## src/rtl/instr_cache.sv

```systemverilog
// Direct-mapped, read-only instruction cache for the fetch stage.
// Lookups are combinational in IDLE; a miss refills one whole line word-by-word from backing memory.
module instr_cache #(
    parameter int                         ADDRESS_WIDTH  = 32,
    parameter int                         DATA_WIDTH     = 32,
    parameter int                         SETS           = 16,
    parameter int                         WORDS_PER_LINE = 4,
    parameter logic [ADDRESS_WIDTH-1:0]   BASE_ADDR      = 32'hBFC00000,
    parameter int                         REGION_BYTES   = 4096
) (
    input  logic                     clk,
    input  logic                     rst,
    input  logic                     en,
    input  logic [ADDRESS_WIDTH-1:0] A,
    input  logic                     flush,
    output logic [DATA_WIDTH-1:0]    RD,
    output logic                     hit,
    output logic                     stall,
    output logic                     fault,
    output logic                     mem_req,
    output logic [ADDRESS_WIDTH-1:0] mem_addr,
    input  logic [DATA_WIDTH-1:0]    mem_rdata,
    input  logic                     mem_valid
);

    localparam int WORD_BITS = $clog2(WORDS_PER_LINE);
    localparam int OFF       = 2 + WORD_BITS;
    localparam int IDX       = $clog2(SETS);
    localparam int TAG_W     = ADDRESS_WIDTH - OFF - IDX;
    localparam int CNT_W     = (WORD_BITS > 0) ? WORD_BITS : 1;

    localparam logic [CNT_W-1:0]       LAST_WORD   = CNT_W'(WORDS_PER_LINE - 1);
    localparam logic [ADDRESS_WIDTH:0] REGION_SIZE = (ADDRESS_WIDTH + 1)'(REGION_BYTES);

    localparam logic [0:0] S_IDLE   = 1'b0;
    localparam logic [0:0] S_REFILL = 1'b1;

    logic [0:0]       state;
    logic [CNT_W-1:0] cnt;
    logic [TAG_W-1:0] line_tag;
    logic [IDX-1:0]   line_idx;
    logic             flush_pending;
    logic [SETS-1:0]  valid;

    logic [DATA_WIDTH-1:0] data_mem [SETS][WORDS_PER_LINE];
    logic [TAG_W-1:0]      tag_mem  [SETS];

    logic [TAG_W-1:0]       a_tag;
    logic [IDX-1:0]         a_idx;
    logic [CNT_W-1:0]       a_word;
    logic [ADDRESS_WIDTH:0] a_offset;
    logic                   in_range;
    logic                   idle_lookup;
    logic                   tag_match;
    logic                   miss;
    logic                   refill_beat;
    logic                   last_beat;

    assign a_tag  = A[ADDRESS_WIDTH-1:OFF+IDX];
    assign a_idx  = A[OFF+IDX-1:OFF];
    // Masking keeps the word select at zero when a line holds a single word.
    assign a_word = A[CNT_W+1:2] & LAST_WORD;

    // A borrow out of the subtraction means A lies below the region base.
    assign a_offset = {1'b0, A} - {1'b0, BASE_ADDR};
    assign in_range = ~a_offset[ADDRESS_WIDTH] && (a_offset < REGION_SIZE);

    assign idle_lookup = ~rst && (state == S_IDLE) && en;
    assign fault       = idle_lookup && ((A[1:0] != 2'b00) || ~in_range);
    assign tag_match   = valid[a_idx] && (tag_mem[a_idx] == a_tag);
    assign hit         = idle_lookup && ~fault && ~flush && tag_match;
    assign miss        = idle_lookup && ~fault && ~hit;
    assign stall       = miss || (~rst && (state == S_REFILL));
    assign RD          = hit ? data_mem[a_idx][a_word] : '0;

    assign mem_req     = (state == S_REFILL);
    assign mem_addr    = {line_tag, line_idx, {OFF{1'b0}}} | (ADDRESS_WIDTH'(cnt) << 2);
    assign refill_beat = (state == S_REFILL) && mem_valid;
    assign last_beat   = refill_beat && (cnt == LAST_WORD);

    always_ff @(posedge clk) begin
        if (rst) begin
            state         <= S_IDLE;
            cnt           <= '0;
            flush_pending <= 1'b0;
            valid         <= '0;
        end else begin
            case (state)
                S_IDLE: begin
                    if (flush) begin
                        valid <= '0;
                    end
                    if (miss) begin
                        state    <= S_REFILL;
                        line_tag <= a_tag;
                        line_idx <= a_idx;
                        cnt      <= '0;
                    end
                end
                S_REFILL: begin
                    if (flush) begin
                        flush_pending <= 1'b1;
                    end
                    if (last_beat) begin
                        // A flush seen during the refill also drops the line just filled.
                        state         <= S_IDLE;
                        cnt           <= '0;
                        flush_pending <= 1'b0;
                        if (flush_pending || flush) begin
                            valid <= '0;
                        end else begin
                            valid[line_idx] <= 1'b1;
                        end
                    end else if (refill_beat) begin
                        cnt <= cnt + 1'b1;
                    end
                end
                default: begin
                    state <= S_IDLE;
                end
            endcase
        end
    end

    // Data and tag arrays carry no reset; the valid vector alone qualifies them.
    always_ff @(posedge clk) begin
        if (!rst && refill_beat) begin
            data_mem[line_idx][cnt] <= mem_rdata;
            if (cnt == LAST_WORD) begin
                tag_mem[line_idx] <= line_tag;
            end
        end
    end

endmodule

```

## config.mk

```make
export PLATFORM = sky130hd
export DESIGN_NAME = instr_cache
export DESIGN_NICKNAME = d
export VERILOG_FILES = /design/src/rtl/instr_cache.sv
export SDC_FILE = /design/constraint.sdc
export NUM_CORES = 2
export LEC_CHECK = 0
export CAP_MARGIN = 20
export CORE_ASPECT_RATIO = 2
export CORE_MARGIN = 2
export CORE_UTILIZATION = 55
export DETAILED_ROUTE_END_ITERATION = 8
export GPL_TIMING_DRIVEN = 0
export PLACE_DENSITY = 0.77
export SYNTH_ARGS = -nofsm -noshare
export SYNTH_HDL_FRONTEND = slang
export SYNTH_SLANG_ARGS = --single-unit
```

## constraint.sdc

```tcl
create_clock -name clk -period 6.6 [get_ports clk]
set_input_delay 0.99 -clock clk [delete_from_list [all_inputs] [get_ports clk]]
set_output_delay 0.99 -clock clk [all_outputs]
set_load 0.1 [all_outputs]
```

==> impl_metrics.toml <==
[detailed_routing]
detail_route.wl_per_cell_um = 41.8
dr.pass1.iters = 8
num_vias = 49100
drt_iter0_markers = 8634
wl_mm = 287
routed_via_density = 7.16
drc = 0
drtAntennaViolNets = 0

[floorplan]
die_x_um = 299
die_h_um = 593
core_area_um2 = 173000
num_rows = 216
ios = 137
start_util = 0.552
dieArea_um2 = 177000

[power]
power_uw = 31000
ir_drop_mv = 0.267
p_per_area_nw_per_um2 = 282
leakagePower_uw = 0.0339

[placed_design]
placed_cells = 6490
dp_hpwl_mm = 172
gp_congestion = 0.926
place_area_um2 = 103000
port_buffers = 131

[clocking]
clk_latency_ps = 890
cts_num_sinks = 2480
clockBufferDepth = 4
clock-root-buffer = "clkbuf_16"
cts_max_level = 4
ctsHoldBuffers = 0
path_clk_slew_ps = 70
cts_tree = "done"
numCtsBuffers = 198

[min_path]
worst_hold_path.endpoint = "data_mem[13][92]$_DFFE_PP_"
worstHoldPathCells = 1
hold_class = "in2reg"
timing.hold.worst.start = "mem_rdata[28]"

[synthesis]
synth_area_um2 = 95500
syn-instance-count = 3930
synth_cell_types = 69
yosysMostFrequentCell = "edfxtp_1"
yosysWarnings = 0
synth_top_area_frac = 0.773
synthArstFlopShare = 0
synth.largest_area_cell = "edfxtp_1"
synth_ff_type = "edfxtp_1"
ys_seq_elements = 2480
synth_edf_count = 2460
synthTopCellsByArea = "edfxtp_1 (77%), mux4_2 (18%), buf_2 (0.45%)"
synth_commonest_cells = "edfxtp_1 (2,460), mux4_2 (762), nor2_1 (101)"
synth_area_per_cell_um2 = 24.3
seq_area_frac_synth = 0.777

[setup_path]
r2r_end = "line_tag[14]$_DFFE_PP_"
rr_worst_depth = 11
worstReg2RegStart = "tag_mem[11][1]$_DFFE_PP_"
crit_start = "A[5]"
crit_required_ps = 5610
critPathKind = "in2out"
ff2ff_setup_slack_ps = 2370
crit_fanout = 10
cp-start-kind = "primary input"
critPathArrivalTime_ps = 5600
critPathCaptureType = "output port"

[sta]
max_slew_margin = 0.229
slew_violations = 0
grt_setup_unrepaired = "true"
hold_viol = 0
hold_slack_ps = 417
setup_tns_ps = 0
fin_worst_skew_ps = 58.6
max_freq_ghz = 0.152
tightest_slew_ps = 1160
fin_crit_ps = 6590
fin_crit_sh = 0.999
setup_viol = 0

[final_layout]
syn_to_final_growth_pct = 14.8
final_cells = 6858
fin_area_um2 = 110000
fin_nets = 4483
fillCellCount = 10800
final_layout_size_suffix_gt1_frac = 0.337

[global_route]
grt_start_max_net_pins = 65
antenna_found_initial = 10
grt_pass1_wl_mm = 391
use_met3 = 0.0704
grt_pass1_vias = 49800
grt_use_met1 = 0.366
grt.total_usage = 0.322
overflow = 0
busiest_layer = "met2"
met2_usage = 0.540

[flow_run]
cap_violations = 0

[run_status]
status = "completed"
==> final cells by class <==
type	instances	area [um^2]	area share
clock inverters	121	1150	0.0104
diodes	8	20.0	0.000183
inverters	13	48.8	0.000445
clock buffers	231	5200	0.0475
flip-flops and latches	2480	74300	0.677
plain buffers	216	1340	0.0122
multi-input cells	1222	20800	0.190
repair buffers	278	3970	0.0362
well taps	2289	2860	0.0261
==> cell families after synthesis <==
family	after synthesis	share of synthesized area
other	1	0.0000393
AOI/OAI and AO/OA	106	0.00862
buffers and inverters	229	0.0114
xor gates and xnor gates	25	0.00229
muxes	808	0.185
DFF	2480	0.777
and+or+nand+nor	276	0.0150
adders and majority gates	5	0.000655
==> where the power goes <==
group | switching [uW] | total, uW | internal, uW | leakage (uW)
clock network | 5550 | 12000 | 6480 | 0.00312
registers | 0.230 | 17200 | 17200 | 0.0223
logic | 1040 | 1710 | 672 | 0.00851
==> per-layer routing <==
metal,up-vias,wire (um)
li1,17900,-
met1,25400,84200
met4,6,24500
met2,4602,145000
met5,-,44
met3,1154,33300
==> through the flow <==
step                      worst slack (ps)   util
final                                 7.52  0.634
after floorplan                       58.6      -
after global routing                 -35.1  0.634
after CTS                             1.03  0.633
after detailed placement             -1790  0.594
after global placement               -2650  0.576
==> flip-flops by register name, indices dropped and copies added (netlist names) <==
register	cells
line_idx	4
line_tag	24
valid	16
mem_req	1
tag_mem	384
data_mem	2048
cnt	2
flush_pending	1
==> worst max-delay path, cell delays in order <==
cell and delay (ps):
clkdlybuf4s50_1 500, buf_6 150, buf_6 190, buf_6 230, buf_4 310, buf_4 340
buf_6 320, buf_4 370, clkbuf_4 350, mux4_2 380, mux4_2 550, a211oi_2 420
a211oi_4 120, buf_4 310
==> cells in the final DEF (no fill, tap or decap), types with 35 or more instances in the layout <==
cell type | Yosys | layout
nor2_1 | 101 | 37
nand2_1 | 35 | 35
clkinv_2 | 0 | 45
buf_2 | 85 | 91
clkdlybuf4s50_1 | 0 | 65
buf_4 | 14 | 55
edfxtp_1 | 2460 | 2460
clkbuf_16 | 0 | 203
nor2_4 | 0 | 64
buf_12 | 0 | 111
clkbuf_1 | 64 | 62
nor2b_1 | 42 | 40
mux4_2 | 762 | 762
clkinv_1 | 1 | 37
==> worst max path at each step <==
stage	end	slack (ps)	cells past startpoint
2_1_floorplan	RD[0]	60	12
3_3_place_gp	data_mem[1][3]$_DFFE_PP_	-2650	5
3_5_place_dp	RD[19]	-1790	14
4_1_cts	RD[9]	1	13
5_1_grt	RD[9]	-40	13
6_report	RD[27]	8	14
==> what timing repair did <==
item,4_1_cts,5_1_grt
buffers inserted,2,0
gates resized for setup,299,85
endpoints found under the setup margin,34,34
cloned,0,0
Note: power is estimated with default switching activity, not from simulation.
